$ cat config.mk
export PLATFORM = sky130hd
export DESIGN_NAME = fpu_to_int
export DESIGN_NICKNAME = d
export VERILOG_FILES = /design/src/rtl/fpu_pkg.sv /design/src/rtl/fpu_to_int.sv
export SDC_FILE = /design/constraint.sdc
export NUM_CORES = 1
export LEC_CHECK = 0
export BUFFER_PORTS_ARGS = -buffer_cell sky130_fd_sc_hd__buf_4
export CAP_MARGIN = 20
export CORE_MARGIN = 5
export CORE_UTILIZATION = 45
export DETAILED_ROUTE_END_ITERATION = 8
export PLACE_DENSITY = 0.68
export SLEW_MARGIN = 0
export SYNTH_ARGS = -nofsm -noshare
export SYNTH_HDL_FRONTEND = slang
export SYNTH_SLANG_ARGS = --single-unit
export TNS_END_PERCENT = 30
$ cat constraint.sdc
create_clock -name clock -period 2.1 [get_ports clock]
set_input_delay 0.42 -clock clock [delete_from_list [all_inputs] [get_ports clock]]
set_output_delay 0.42 -clock clock [all_outputs]
set_load 0.01 [all_outputs]
$ cat src/rtl/fpu_pkg.sv
// Shared definitions for the 32-bit custom float format (1 sign, 6 exponent, 25 mantissa)
// used by the float-to-int converter and the adder.
package fpu_pkg;

  localparam int FP_BIAS   = 31;
  localparam int FP_W      = 32;
  localparam int EXP_W     = 6;
  localparam int MANT_W    = 25;
  localparam int SIGN_POS  = 31;
  localparam int EXP_MSB   = 30;
  localparam int EXP_LSB   = 25;
  localparam int MANT_MSB  = 24;

  localparam logic [3:0] ST_EXACT     = 4'b0001;
  localparam logic [3:0] ST_INEXACT   = 4'b1111;
  localparam logic [3:0] ST_OVERFLOW  = 4'b0011;
  localparam logic [3:0] ST_UNDERFLOW = 4'b0111;

  typedef enum logic [1:0] {
    S_IDLE  = 2'd0,
    S_CHECK = 2'd1,
    S_SHIFT = 2'd2,
    S_PACK  = 2'd3
  } cvt_state_e;

  typedef struct packed {
    logic              sign;
    logic [EXP_W-1:0]  exp;
    logic [MANT_W-1:0] mant;
  } fp_fields_t;

  function automatic fp_fields_t fp_unpack(input logic [FP_W-1:0] v);
    fp_fields_t f;
    f.sign = v[SIGN_POS];
    f.exp  = v[EXP_MSB:EXP_LSB];
    f.mant = v[MANT_MSB:0];
    return f;
  endfunction

endpackage

$ cat src/rtl/fpu_to_int.sv
// Multi-cycle float-to-signed-int converter: truncates toward zero, saturates on overflow,
// shifting the mantissa one bit per cycle by the unbiased exponent.
module fpu_to_int
  import fpu_pkg::*;
#(
  parameter int BIAS = fpu_pkg::FP_BIAS
) (
  input  logic        clock,
  input  logic        reset,
  input  logic        start,
  input  logic [31:0] fp_in,
  output logic        busy,
  output logic        done,
  output logic [31:0] int_out,
  output logic [3:0]  status_out
);

  localparam logic signed [7:0] BIAS_S = 8'(BIAS);

  cvt_state_e  state_q, state_d;
  logic [31:0] op_q, op_d;
  logic [56:0] mag_q, mag_d;
  logic [5:0]  cnt_q, cnt_d;
  logic        special_q, special_d;
  logic [31:0] res_int_q, res_int_d;
  logic [3:0]  res_status_q, res_status_d;
  logic [31:0] int_out_q, int_out_d;
  logic [3:0]  status_out_q, status_out_d;
  logic        done_q, done_d;
  logic        busy_q, busy_d;

  fp_fields_t       f_s;
  logic signed [7:0] e_s;

  assign f_s = fp_unpack(op_q);
  assign e_s = $signed({2'b00, f_s.exp}) - BIAS_S;

  // Next-state and datapath: special cases are resolved in CHECK and parked until PACK.
  always_comb begin
    state_d      = state_q;
    op_d         = op_q;
    mag_d        = mag_q;
    cnt_d        = cnt_q;
    special_d    = special_q;
    res_int_d    = res_int_q;
    res_status_d = res_status_q;
    int_out_d    = int_out_q;
    status_out_d = status_out_q;
    done_d       = 1'b0;
    case (state_q)
      S_IDLE: begin
        if (start) begin
          op_d    = fp_in;
          state_d = S_CHECK;
        end else begin
          state_d = S_IDLE;
        end
      end
      S_CHECK: begin
        special_d = 1'b1;
        state_d   = S_PACK;
        if ((f_s.exp == 6'd0) && (f_s.mant == 25'd0)) begin
          res_int_d    = 32'd0;
          res_status_d = ST_EXACT;
        end else if (e_s < 8'sd0) begin
          res_int_d    = 32'd0;
          res_status_d = ST_UNDERFLOW;
        end else if (e_s >= 8'sd31) begin
          if (f_s.sign && (e_s == 8'sd31) && (f_s.mant == 25'd0)) begin
            res_int_d    = 32'h8000_0000;
            res_status_d = ST_EXACT;
          end else begin
            res_int_d    = f_s.sign ? 32'h8000_0000 : 32'h7FFF_FFFF;
            res_status_d = ST_OVERFLOW;
          end
        end else begin
          special_d = 1'b0;
          mag_d     = {31'd0, 1'b1, f_s.mant};
          cnt_d     = e_s[5:0];
          state_d   = (e_s == 8'sd0) ? S_PACK : S_SHIFT;
        end
      end
      S_SHIFT: begin
        mag_d   = {mag_q[55:0], 1'b0};
        cnt_d   = cnt_q - 6'd1;
        state_d = (cnt_q == 6'd1) ? S_PACK : S_SHIFT;
      end
      S_PACK: begin
        done_d  = 1'b1;
        state_d = S_IDLE;
        if (special_q) begin
          int_out_d    = res_int_q;
          status_out_d = res_status_q;
        end else begin
          int_out_d    = f_s.sign ? ((~mag_q[56:25]) + 32'd1) : mag_q[56:25];
          status_out_d = (mag_q[24:0] != 25'd0) ? ST_INEXACT : ST_EXACT;
        end
      end
      default: begin
        state_d = S_IDLE;
      end
    endcase
    busy_d = (state_d != S_IDLE);
  end

  // State and output registers; reset abandons any conversion in flight.
  always_ff @(posedge clock or negedge reset) begin
    if (!reset) begin
      state_q      <= S_IDLE;
      op_q         <= 32'd0;
      mag_q        <= 57'd0;
      cnt_q        <= 6'd0;
      special_q    <= 1'b0;
      res_int_q    <= 32'd0;
      res_status_q <= 4'd0;
      int_out_q    <= 32'd0;
      status_out_q <= 4'd0;
      done_q       <= 1'b0;
      busy_q       <= 1'b0;
    end else begin
      state_q      <= state_d;
      op_q         <= op_d;
      mag_q        <= mag_d;
      cnt_q        <= cnt_d;
      special_q    <= special_d;
      res_int_q    <= res_int_d;
      res_status_q <= res_status_d;
      int_out_q    <= int_out_d;
      status_out_q <= status_out_d;
      done_q       <= done_d;
      busy_q       <= busy_d;
    end
  end

  assign busy       = busy_q;
  assign done       = done_q;
  assign int_out    = int_out_q;
  assign status_out = status_out_q;

endmodule

==> results.md, run 1 <==
- Boundary pin count: 73
- WHS Path Cells: 2
- Vias in the first global route: 6240
- Slowest cell on the critical path: dfrtp_1
- Routed vias: 5956
- Critical path data arrival time: ~2.6 ns
- MaxCap Viol Count: 0
- Layout Utilization: 63.2%
- Req. time, crit path: approximately 2.4 ns
- Clock slew at reported path FFs: roughly 0.060 ns
- Worst-Margin Slew: 0.505 ns
- Clock sink total: 141
- Top FF cell, synth: dfrtp_1
- Top Usage Layer GRT: met2
- Hold WC Path Type: in2reg
- Post-route ant nets: 0
- Min-Delay Endpoint: f_s[5]
- Synthesized net count: 689
- RSZ-0062 raised after global routing: true
- CTS Buffer Depth: 2
- GRT Util Overall: between 20% and 30%
- Final WS setup: -0.200 ns
- Core Area: 15300 µm²
- Drt pass-1 iters: 5
- Commonest non-fill, non-tap cell in the layout: buf_4
- Cell area power density: 1730 nW/µm²
- Diode count: 0
- RR Startpoint: f_s[26]
- CP Capture Type: flip-flop
- Mean post-synth cell area: 11.0 µm²
- Reg2reg path depth: 11
- Share of layout cells above drive strength 1: 39.0%
- Met3 Usage GRT: roughly 5.2%
- Worst slew margin: between 60% and 70%
- Die Ht: 135 µm
- CP max stage delay: 0.43 ns
- Post-DP Area: 8510 µm²
- Ys Warns: 0
- DRC Markers: 0
- Largest area contributor in the netlist: dfrtp_1
- Minimum clock period: 2.30 ns
- Worst r2r dst: mag_q[2]
- Clk_lat worst skew: 0.43 ns
- Total power: around 17000 µW
- Post-route cell area: 9680 µm²
- Iter 0 DRT Violations: about 480
- Area added between synthesis and finish: 36.7%
- Final GP Congestion: 0.898
- Ys async rst share: 100%
- Post-Route Skew: around 0.007 ns
- Hold path start: fp_in[5]
- # rows: 45
- Mapped cell area: 7080 µm²
- Static leakage: 0.00426 µW
- Post-synth top area share: 49.8%
- Die area: 18300 µm²
- Critical Path Start Type: flip-flop
- Most frequent cells in the layout: buf_4 (148), dfrtp_1 (141), nand2_1 (35), mux2_2 (32)
- Final hold vios: 0
- Global-route wire length before repair: between 30 and 40 mm
- Register area share after synthesis: 49.8%
- DP Wirelength: 12.7 mm
- Slew Limit Fails: 0
- Status: finished, violations left
- Initial Util: 46.2%
- Post-Syn Instances: 643
- Layout Nets: 841
- CTS root buffer: clkbuf_16
- Final setup fails: 68
- Setup CP Type: reg2reg
- Die X-Extent: 135 µm
- GR Util met1: 28.4%
- Met2 global-route usage: roughly 37%
- Routed WL: 19.9 mm
- Post-synth EDFFs: 0
- Per-cell routed wire length: 19.6 µm
- R2R Setup Slk: -0.20 ns
- Initial antenna violation count: 0
- CTS tree: yes
- Largest net degree at the start of global routing: 46
- Max FO, Critical Path: 10
- Total grt overflow: 0
- Synthesis-stage register bit count: 141
- Via density: 5.85
- Synth area leaders: dfrtp_1 (50%), mux2_2 (5.2%), o221a_2 (3.8%)
- Worst path cell trace: buf_6, buf_6, nand2_1, o41a_1, buf_6, a221oi_4, buf_6, buf_12, buf_12, nand2b_1, o221a_2
- Unique masters post-synth: 73
- Fmax: between 400 and 500 MHz
- Cell mode on critical path: buf_6
- Hold slack: about 0.22 ns
- Port bufs: between 70 and 80
- Final worst-path cycle share: 110%
- Worst VDD drop: roughly 0.94 mV
- # H-tree levels: 4
- Failing checks: negative setup slack
- Number of buffers created by CTS: 17
## synth_stat cells (3+ instances only)
library cell and instances:
inv_1 18, or2_2 5, a22o_1 30, nand4_1 3
a31oi_1 3, o311a_1 4, o2111ai_1 3, o221a_2 24
buf_4 4, buf_2 9, ha_1 11, clkbuf_1 27
nand2_1 37, nor2b_1 3, o31ai_1 12, or4_4 3
o41ai_1 4, nor4_1 16, mux2_2 33, nand2b_1 33
nand4b_1 4, o21ai_0 31, xor2_1 10, o211ai_1 6
buf_1 3, nor4_2 5, a21oi_1 26, o2111a_1 3
mux2i_1 12, nor3_1 9, o21ai_1 5, nor4b_1 4
or3_1 8, nor2_1 26, dfrtp_1 141, xnor2_1 6
nand3_1 14, o2bb2ai_1 3
## metrics by stage
step	TNS [ns]	instances	setup WS, ns
6_report	-10.23	1018	-0.200
5_1_grt	-15.06	1018	-0.276
4_1_cts	-5.95	1014	-0.136
3_5_place_dp	-12.68	964	-0.382
3_3_place_gp	-7.63	964	-0.268
2_1_floorplan	-1.83	643	-0.114
## power breakdown
group | switching (µW) | leakage (µW) | total (µW) | internal, µW
combinational | 4350 | 0.00229 | 8860 | 4510
clock | 1150 | 0.000291 | 3140 | 1990
sequential | 929 | 0.00168 | 4720 | 3800
total | 6420 | 0.00426 | 16700 | 10300
## kinds of logic (layout without fill, tap and decap cells)
group,Yosys count,after routing,share of synthesized area (%)
XOR/XNOR,16,16,1.98
flip-flops,141,141,49.8
AND/OR/NAND/NOR,188,189,15.6
adder cells (fa/ha/maj),11,11,1.94
multiplexers,45,45,6.95
buffers and inverters,64,227,3.98
AO/OA/AOI/OAI,178,178,19.8
## how the worst max path moves through the flow
stage,end,depth (start not counted),from,slack [ns]
3_5_place_dp,mag_q[11],7,f_s[25],-0.38
3_3_place_gp,mag_q[18],7,f_s[25],-0.27
5_1_grt,mag_q[11],11,f_s[26],-0.28
6_report,mag_q[2],11,f_s[26],-0.20
4_1_cts,mag_q[3],9,f_s[25],-0.14
2_1_floorplan,res_status_q[1],7,f_s[26],-0.11
## critical path: cells and delay by family (launching register included)
family                 cells  cell delay [ns]
and+or+nand+nor            2             0.13
DFF                        1             0.43
buffers and inverters      6             0.80
AOI/OAI and AO/OA          3             0.83
## state kept, by name (all words and copies together), names as in the netlist
| signal | cells |
|---|---|
| done | 1 |
| busy | 1 |
| res_status_q | 3 |
| cnt_q | 6 |
| state_q | 2 |
| int_out | 32 |
| special_q | 1 |
| f_s | 32 |
| status_out | 4 |
| mag_q | 57 |
| res_int_q | 2 |
## final cells by class
type	instances	area, µm²
Clock buffer	22	484
Clock inverter	9	134
Fill cell	1205	5640
Inverter	19	71.3
Multi-Input combinational cell	439	3580
Sequential cell	141	3530
Tap cell	211	264
Timing Repair Buffer	177	1610
## what timing repair did
| action | CTS | global route |
|---|---|---|
| setup buffers | 14 | 2 |
| hold buffers | 1 | 0 |
| cloned | 4 | 3 |
| pin swaps | 15 | 4 |
| endpoints found under the hold margin | 40 | 0 |
| endpoints found under the setup margin | 74 | 85 |
| resized for setup | 25 | 22 |
## layer usage
layer  vias to the layer above  share of wire, %
li1                       2724                 -
met1                      3019                43
met2                       185                50
met3                        28               5.0
met4                         0               1.3
met5                         -                 0
(Power assumes the default switching activity.)
==> inputs of run 2 (changes only) <==
--- a/config.mk
+++ b/config.mk
@@ -10,7 +10,7 @@
 export CORE_MARGIN = 5
 export CORE_UTILIZATION = 45
 export DETAILED_ROUTE_END_ITERATION = 8
-export PLACE_DENSITY = 0.68
+export PLACE_DENSITY = 0.75
 export SLEW_MARGIN = 0
 export SYNTH_ARGS = -nofsm -noshare
 export SYNTH_HDL_FRONTEND = slang
==> results.md, run 2 (synthesis results as in run 1) <==
- Routed WL: 19.5 mm (-2.3%)
- Max FO, Critical Path: 12 (+2)
- Worst setup startpoint: f_s[25]
- Worst r2r dst: cnt_q[0]
- Total grt overflow: 0 (unchanged)
- Layout Utilization: 62.1% (-1.1 points)
- Initial Util: 46.2% (unchanged)
- Post-DP Area: 8470 µm² (-0.44%)
- Drt pass-1 iters: 6 (+1)
- Post-route cell area: 9520 µm² (-1.7%)
- Largest net degree at the start of global routing: 58 (+26%)
- CTS root buffer: clkbuf_16
- Die X-Extent: 135 µm (unchanged)
- Final WS setup: -0.132 ns (+0.0684 ns)
- Failing checks: negative setup slack
- Share of layout cells above drive strength 1: 37.2% (-1.8 points)
- Max Used Layer: met4
- Setup CP Type: reg2reg
- Layout Nets: 823 (-2.1%)
- Per-cell routed wire length: 19.5 µm (-0.65%)
- Port bufs: 72 (unchanged)
- Req. time, crit path: 2.41 ns (about the same)
- Minimum clock period: 2.23 ns (-0.0684 ns)
- Number of buffers created by CTS: 17 (unchanged)
- Met3 wire length: 1.22 mm (+22%)
- MaxCap Viol Count: 0 (unchanged)
- Worst-Margin Slew: 0.540 ns (+0.0351 ns)
- Combinational power share: 51.3% (-1.7 points)
- Iter 0 DRT Violations: 668 (+39%)
- Core Area: 15300 µm² (unchanged)
- Status: finished, violations left
- Boundary pin count: 73 (unchanged)
- Fmax: 448 MHz (+3.1%)
- Net Switching: 6290 µW (-2.0%)
- Most flop-heavy register: mag_q
- DRT met1 WL: 8.21 mm (-5.0%)
- Reg power frac: 29.4% (+1.1 points)
- Worst VDD drop: 1.11 mV (+18%)
- RR Startpoint: f_s[25]
- Cell area power density: 1710 nW/µm² (-0.79%)
- Switch share: 38.6% (+0.19 points)
- Post-Route Skew: 0.00936 ns (+0.00252 ns)
- Global-route wire length before repair: 31.3 mm (-2.4%)
- Final setup fails: 62 (-8.8%)
- Pint: 10000 µW (-2.8%)
- Critical Path Start Type: flip-flop
- DP Wirelength: 12.9 mm (+1.1%)
- Final worst-path cycle share: 106% (-3.3 points)
- R2R Setup Slk: -0.13 ns (+0.07 ns)
- Via density: 5.90 (+0.88%)
- Total power: 16300 µW (-2.5%)
- Setup TNS Final: -4.62 ns (+5.60 ns)
- DRC Markers: 0 (unchanged)
- Most frequent cells in the layout: dfrtp_1 (140), buf_4 (140), nand2_1 (36), mux2_2 (32), o21ai_0 (31)
- Vias in the first global route: 6082 (-2.5%)
- Die Ht: 135 µm (unchanged)
- Clock slew at reported path FFs: 0.06 ns (about the same)
- CTS tree: yes
- Clock network fraction of design power: 19.3% (+0.5 points)
- Reg2reg path depth: 8 (-3)
- CP Capture Type: flip-flop
- RSZ-0062 raised after global routing: true
- CTS Buffer Depth: 2 (unchanged)
- # H-tree levels: 4 (unchanged)
- Met2 Routed Length: 9.61 mm (-4.1%)
- Die area: 18300 µm² (unchanged)
- Hold WC Path Type: in2reg
- GRT Util Overall: 21.4% (-0.51 points)
- Area added between synthesis and finish: 34.4%
- Clk_lat worst skew: 0.43 ns (about the same)
- Slew Limit Fails: 0 (unchanged)
- Final hold vios: 0 (unchanged)
- Initial antenna violation count: 0 (unchanged)
- # rows: 45 (unchanged)
- Post-route ant nets: 0 (unchanged)
- Static leakage: 0.00418 µW (-1.9%)
- Max reg flops: 57 (unchanged)
- Worst setup endpoint: cnt_q[0]
- Clock sink total: 141 (unchanged)
- Worst slew margin: 64.0% (-2.3 points)
- Routed vias: 5908 (-0.81%)
- Critical path data arrival time: 2.54 ns (-0.07 ns)
- Diode count: 0 (unchanged)
- Final GP Congestion: 0.905 (+0.79%)
-- run 2: repair_timing --
action,in CTS,in global routing
hold buffers,1,0
cloned,3,3
resized for setup,13,21
buffers inserted,6,2
endpoints found under the hold margin,54,0
pin swaps,9,36
setup endpoints to repair,62,80
-- run 2: area by class of cell --
type	count	area [µm²]
Fill cell	1190	5800
Clock inverter	9	133
Clock buffer	23	488
Timing Repair Buffer	160	1440
Sequential cell	141	3530
Tap cell	211	264
Multi-Input combinational cell	438	3590
Inverter	19	71.3
-- run 2: power groups by stage --
stage | clock network (µW) | logic (µW) | registers [µW]
global route | 3310 | 8970 | 4940
floorplan | 0 | 4490 | 4650
detailed placement | 0 | 7250 | 4780
finish | 3150 | 8360 | 4800
global placement | 0 | 7010 | 4700
CTS | 3180 | 7830 | 4770
-- run 2: stage by stage --
step	hold slack (ns)	cells	worst slack, ns
finish	0.224	1001	-0.132
global route	0.213	1001	-0.188
CTS	0.211	996	-0.0721
detailed placement	0.424	954	-0.113
global placement	0.422	954	-0.0199
floorplan	0.124	643	-0.114
-- run 2: how the worst min path moves through the flow --
stage	startpoint	to	slack, ns	cells past startpoint
after CTS	fp_in[6]	f_s[6]	0.21	2
after floorplan	reset	busy	0.12	0
final	fp_in[6]	f_s[6]	0.22	2
after detailed placement	reset	int_out[19]	0.42	1
after global routing	fp_in[19]	f_s[19]	0.21	2
after global placement	reset	mag_q[44]	0.42	1
-- run 2: routing by layer --
metal  up-vias  track usage (%)
met1      2942             27.9
met4         0             7.61
met2       232             35.2
li1       2690                -
met3        44             5.01
met5         -                0
-- run 2: worst max-delay path: stages (launching register included) --
cell      delay [ns]
dfrtp_2         0.42
ha_4            0.17
nand2_2         0.05
o41a_1          0.52
a221oi_4        0.43
buf_6           0.18
buf_12          0.14
a311o_1         0.13
o31ai_1         0.07
==> inputs of run 3 (changes only) <==
--- a/config.mk
+++ b/config.mk
@@ -8,9 +8,9 @@
 export BUFFER_PORTS_ARGS = -buffer_cell sky130_fd_sc_hd__buf_4
 export CAP_MARGIN = 20
 export CORE_MARGIN = 5
-export CORE_UTILIZATION = 45
+export CORE_UTILIZATION = 50
 export DETAILED_ROUTE_END_ITERATION = 8
-export PLACE_DENSITY = 0.75
+export PLACE_DENSITY = 0.78
 export SLEW_MARGIN = 0
 export SYNTH_ARGS = -nofsm -noshare
 export SYNTH_HDL_FRONTEND = slang
==> constraint.sdc (replaced) <==
create_clock -name clock -period 2.6 [get_ports clock]
set_input_delay 0.52 -clock clock [delete_from_list [all_inputs] [get_ports clock]]
set_output_delay 0.52 -clock clock [all_outputs]
set_load 0.01 [all_outputs]
==> results.md, run 3 (synthesis results as in run 1) <==
- Per-cell routed wire length: 19.3 µm (-0.83%)
- Clock slew at reported path FFs: 0.06 ns (about the same)
- DRC Markers: 0 (unchanged)
- Drt pass-1 iters: 7 (+1)
- Max reg flops: 57 (unchanged)
- Routed WL: 17.5 mm (-10%)
- Final hold vios: 0 (unchanged)
- Cell area power density: 1350 nW/µm² (-21%)
- Via density: 6.28 (+6.4%)
- Diode count: 0 (unchanged)
- Crit path buffers/inverters: 1 (-1)
- Initial Util: 51.0% (+4.8 points)
- Critical Path Start Type: flip-flop
- Critical Path Stages: 7 (-1)
- Fmax: 402 MHz (-10%)
- Minimum clock period: 2.48 ns (+0.253 ns)
- Iter 0 DRT Violations: 543 (-19%)
- RSZ-0062 raised after global routing: false
- # rows: 43 (-4.4%)
- CTS root buffer: clkbuf_16
- Largest net degree at the start of global routing: 53 (-8.6%)
- Layout Cells excl Fill: 906 (-9.5%)
- Die X-Extent: 129 µm (-4.8%)
- Reg2reg path depth: 7 (-1)
- Post-Route Skew: 0.00879 ns (-0.000570 ns)
- GRT Util Overall: 21.8% (+0.33 points)
- GR Util met1: 29.3% (+1.4 points)
- Worst VDD drop: 0.756 mV (-32%)
- R2R Setup Slk: 0.12 ns (+0.25 ns)
- # H-tree levels: 4 (unchanged)
- Total power: 11400 µW (-30%)
- Clk_lat worst skew: 0.42 ns (about the same)
- DP Wirelength: 11.8 mm (-8.5%)
- Top Usage Layer GRT: met2
- Setup TNS Final: 0 ns (+4.62 ns)
- MaxCap Viol Count: 0 (unchanged)
- Area added between synthesis and finish: 19.8%
- Final setup fails: 0 (-100%)
- Worst-Margin Slew: 1.05 ns (+0.507 ns)
- Layout Nets: 759 (-7.8%)
- CTS Hold Bufs: 0 (-1)
- Commonest non-fill, non-tap cell in the layout: dfrtp_1
- Global-route wire length before repair: 28.8 mm (-8.2%)
- Vias in the first global route: 5669 (-6.8%)
- CP Capture Type: flip-flop
- Met2 global-route usage: 34.4% (-0.76 points)
- Req. time, crit path: 2.91 ns (+0.50 ns)
- Number of buffers created by CTS: 17 (unchanged)
- Total grt overflow: 0 (unchanged)
- DP Cell Count: 874 (-8.4%)
- Slowest cell on the critical path: dfrtp_1
- Top Family by Delay on Critical Path: compound AO/OA/AOI/OAI gates
- Routed vias: 5687 (-3.7%)
- Share of layout cells above drive strength 1: 28.9% (-8.3 points)
- Static leakage: 0.00368 µW (-12%)
- Met3 Usage GRT: 4.57% (-0.45 points)
- Post-route ant nets: 0 (unchanged)
- Setup CP Type: reg2reg
- Status: finished, final reports clean
- CTS Buffer Depth: 2 (unchanged)
- Hold WC Path Type: in2async
- Die Ht: 129 µm (-4.8%)
- Port bufs: 72 (unchanged)
- Worst r2r dst: res_status_q[1]
- Most frequent cells in the layout: dfrtp_1 (141), buf_4 (92), nand2_1 (37), nand2b_1 (33), mux2_2 (33)
- Final worst-path cycle share: 95.6% (-11 points)
- Boundary pin count: 73 (unchanged)
- Critical path data arrival time: 2.79 ns (+0.25 ns)
- Worst slew margin: 30.0% (-34 points)
- RR Startpoint: f_s[25]
- Max FO, Critical Path: 9 (-3)
- Core Area: 13900 µm² (-9.4%)
- CTS tree: yes
- Most flop-heavy register: mag_q
- Clock sink total: 141 (unchanged)
- CP max stage delay: 0.50 ns (-0.02 ns)
- Slew Limit Fails: 0 (unchanged)
- Die area: 16600 µm² (-9.3%)
- Initial antenna violation count: 0 (unchanged)
- Layout Utilization: 61.1% (-1.0 points)
- Worst path cell trace: inv_1, ha_1, nor2b_1, o2111a_1, a22o_1, mux2_2, a31o_2
- Final GP Congestion: 0.845 (-6.6%)
-- run 3: changes by cell type in the layout (fill, tap and decap cells not counted), sizes merged --
cell | previous run | this run
buf | 156 | 96
clkbuf | 26 | 22
clkinv | 4 | 6
dlygate4sd3 | 1 | 0
inv | 19 | 18
-- run 3: worst register-to-register path, stage by stage, from the launching register on --
cell and delay, ns:
dfrtp_1 0.50, inv_1 0.14, ha_1 0.32, nor2b_1 0.17, o2111a_1 0.32, a22o_1 0.34
mux2_2 0.37, a31o_2 0.21
-- run 3: power breakdown --
group | switching [µW] | total, µW | internal, µW
registers | 855 | 3920 | 3060
logic | 2730 | 5020 | 2290
clock network | 911 | 2490 | 1580
total | 4490 | 11400 | 6940
-- run 3: worst max-delay path by stage --
stage / startpoint / end
after floorplan: f_s[25] / res_status_q[1]
final: f_s[25] / res_status_q[1]
after detailed placement: f_s[25] / res_status_q[1]
after global routing: f_s[25] / res_status_q[1]
after global placement: f_s[25] / res_status_q[1]
after CTS: f_s[25] / mag_q[9]
-- run 3: repair_timing --
action,in CTS,in global routing
setup buffers,0,0
setup endpoints to repair,0,13
gates resized for setup,0,1
-- run 3: stage by stage --
step           hold WS, ns  area (µm²)  setup slack [ns]
2_1_floorplan        0.224        7080             0.268
3_3_place_gp         0.447        7870             0.248
3_5_place_dp         0.453        7870             0.143
4_1_cts             0.0594        8480             0.146
5_1_grt             0.0824        8480            0.0264
6_report            0.0504        8480             0.115
-- run 3: cell type report --
type / instances / area, µm²
Clock buffer: 22 / 474
Clock inverter: 10 / 138
Fill cell: 1098 / 5400
Inverter: 19 / 71.3
Multi-Input combinational cell: 438 / 3280
Sequential cell: 141 / 3530
Tap cell: 180 / 225
Timing Repair Buffer: 96 / 762
-- run 3: routing by layer --
| metal | up-vias | wire length [µm] |
|---|---|---|
| li1 | 2569 | - |
| met1 | 2835 | 7380 |
| met2 | 244 | 8530 |
| met3 | 39 | 1140 |
| met4 | 0 | 427 |
| met5 | - | 0 |
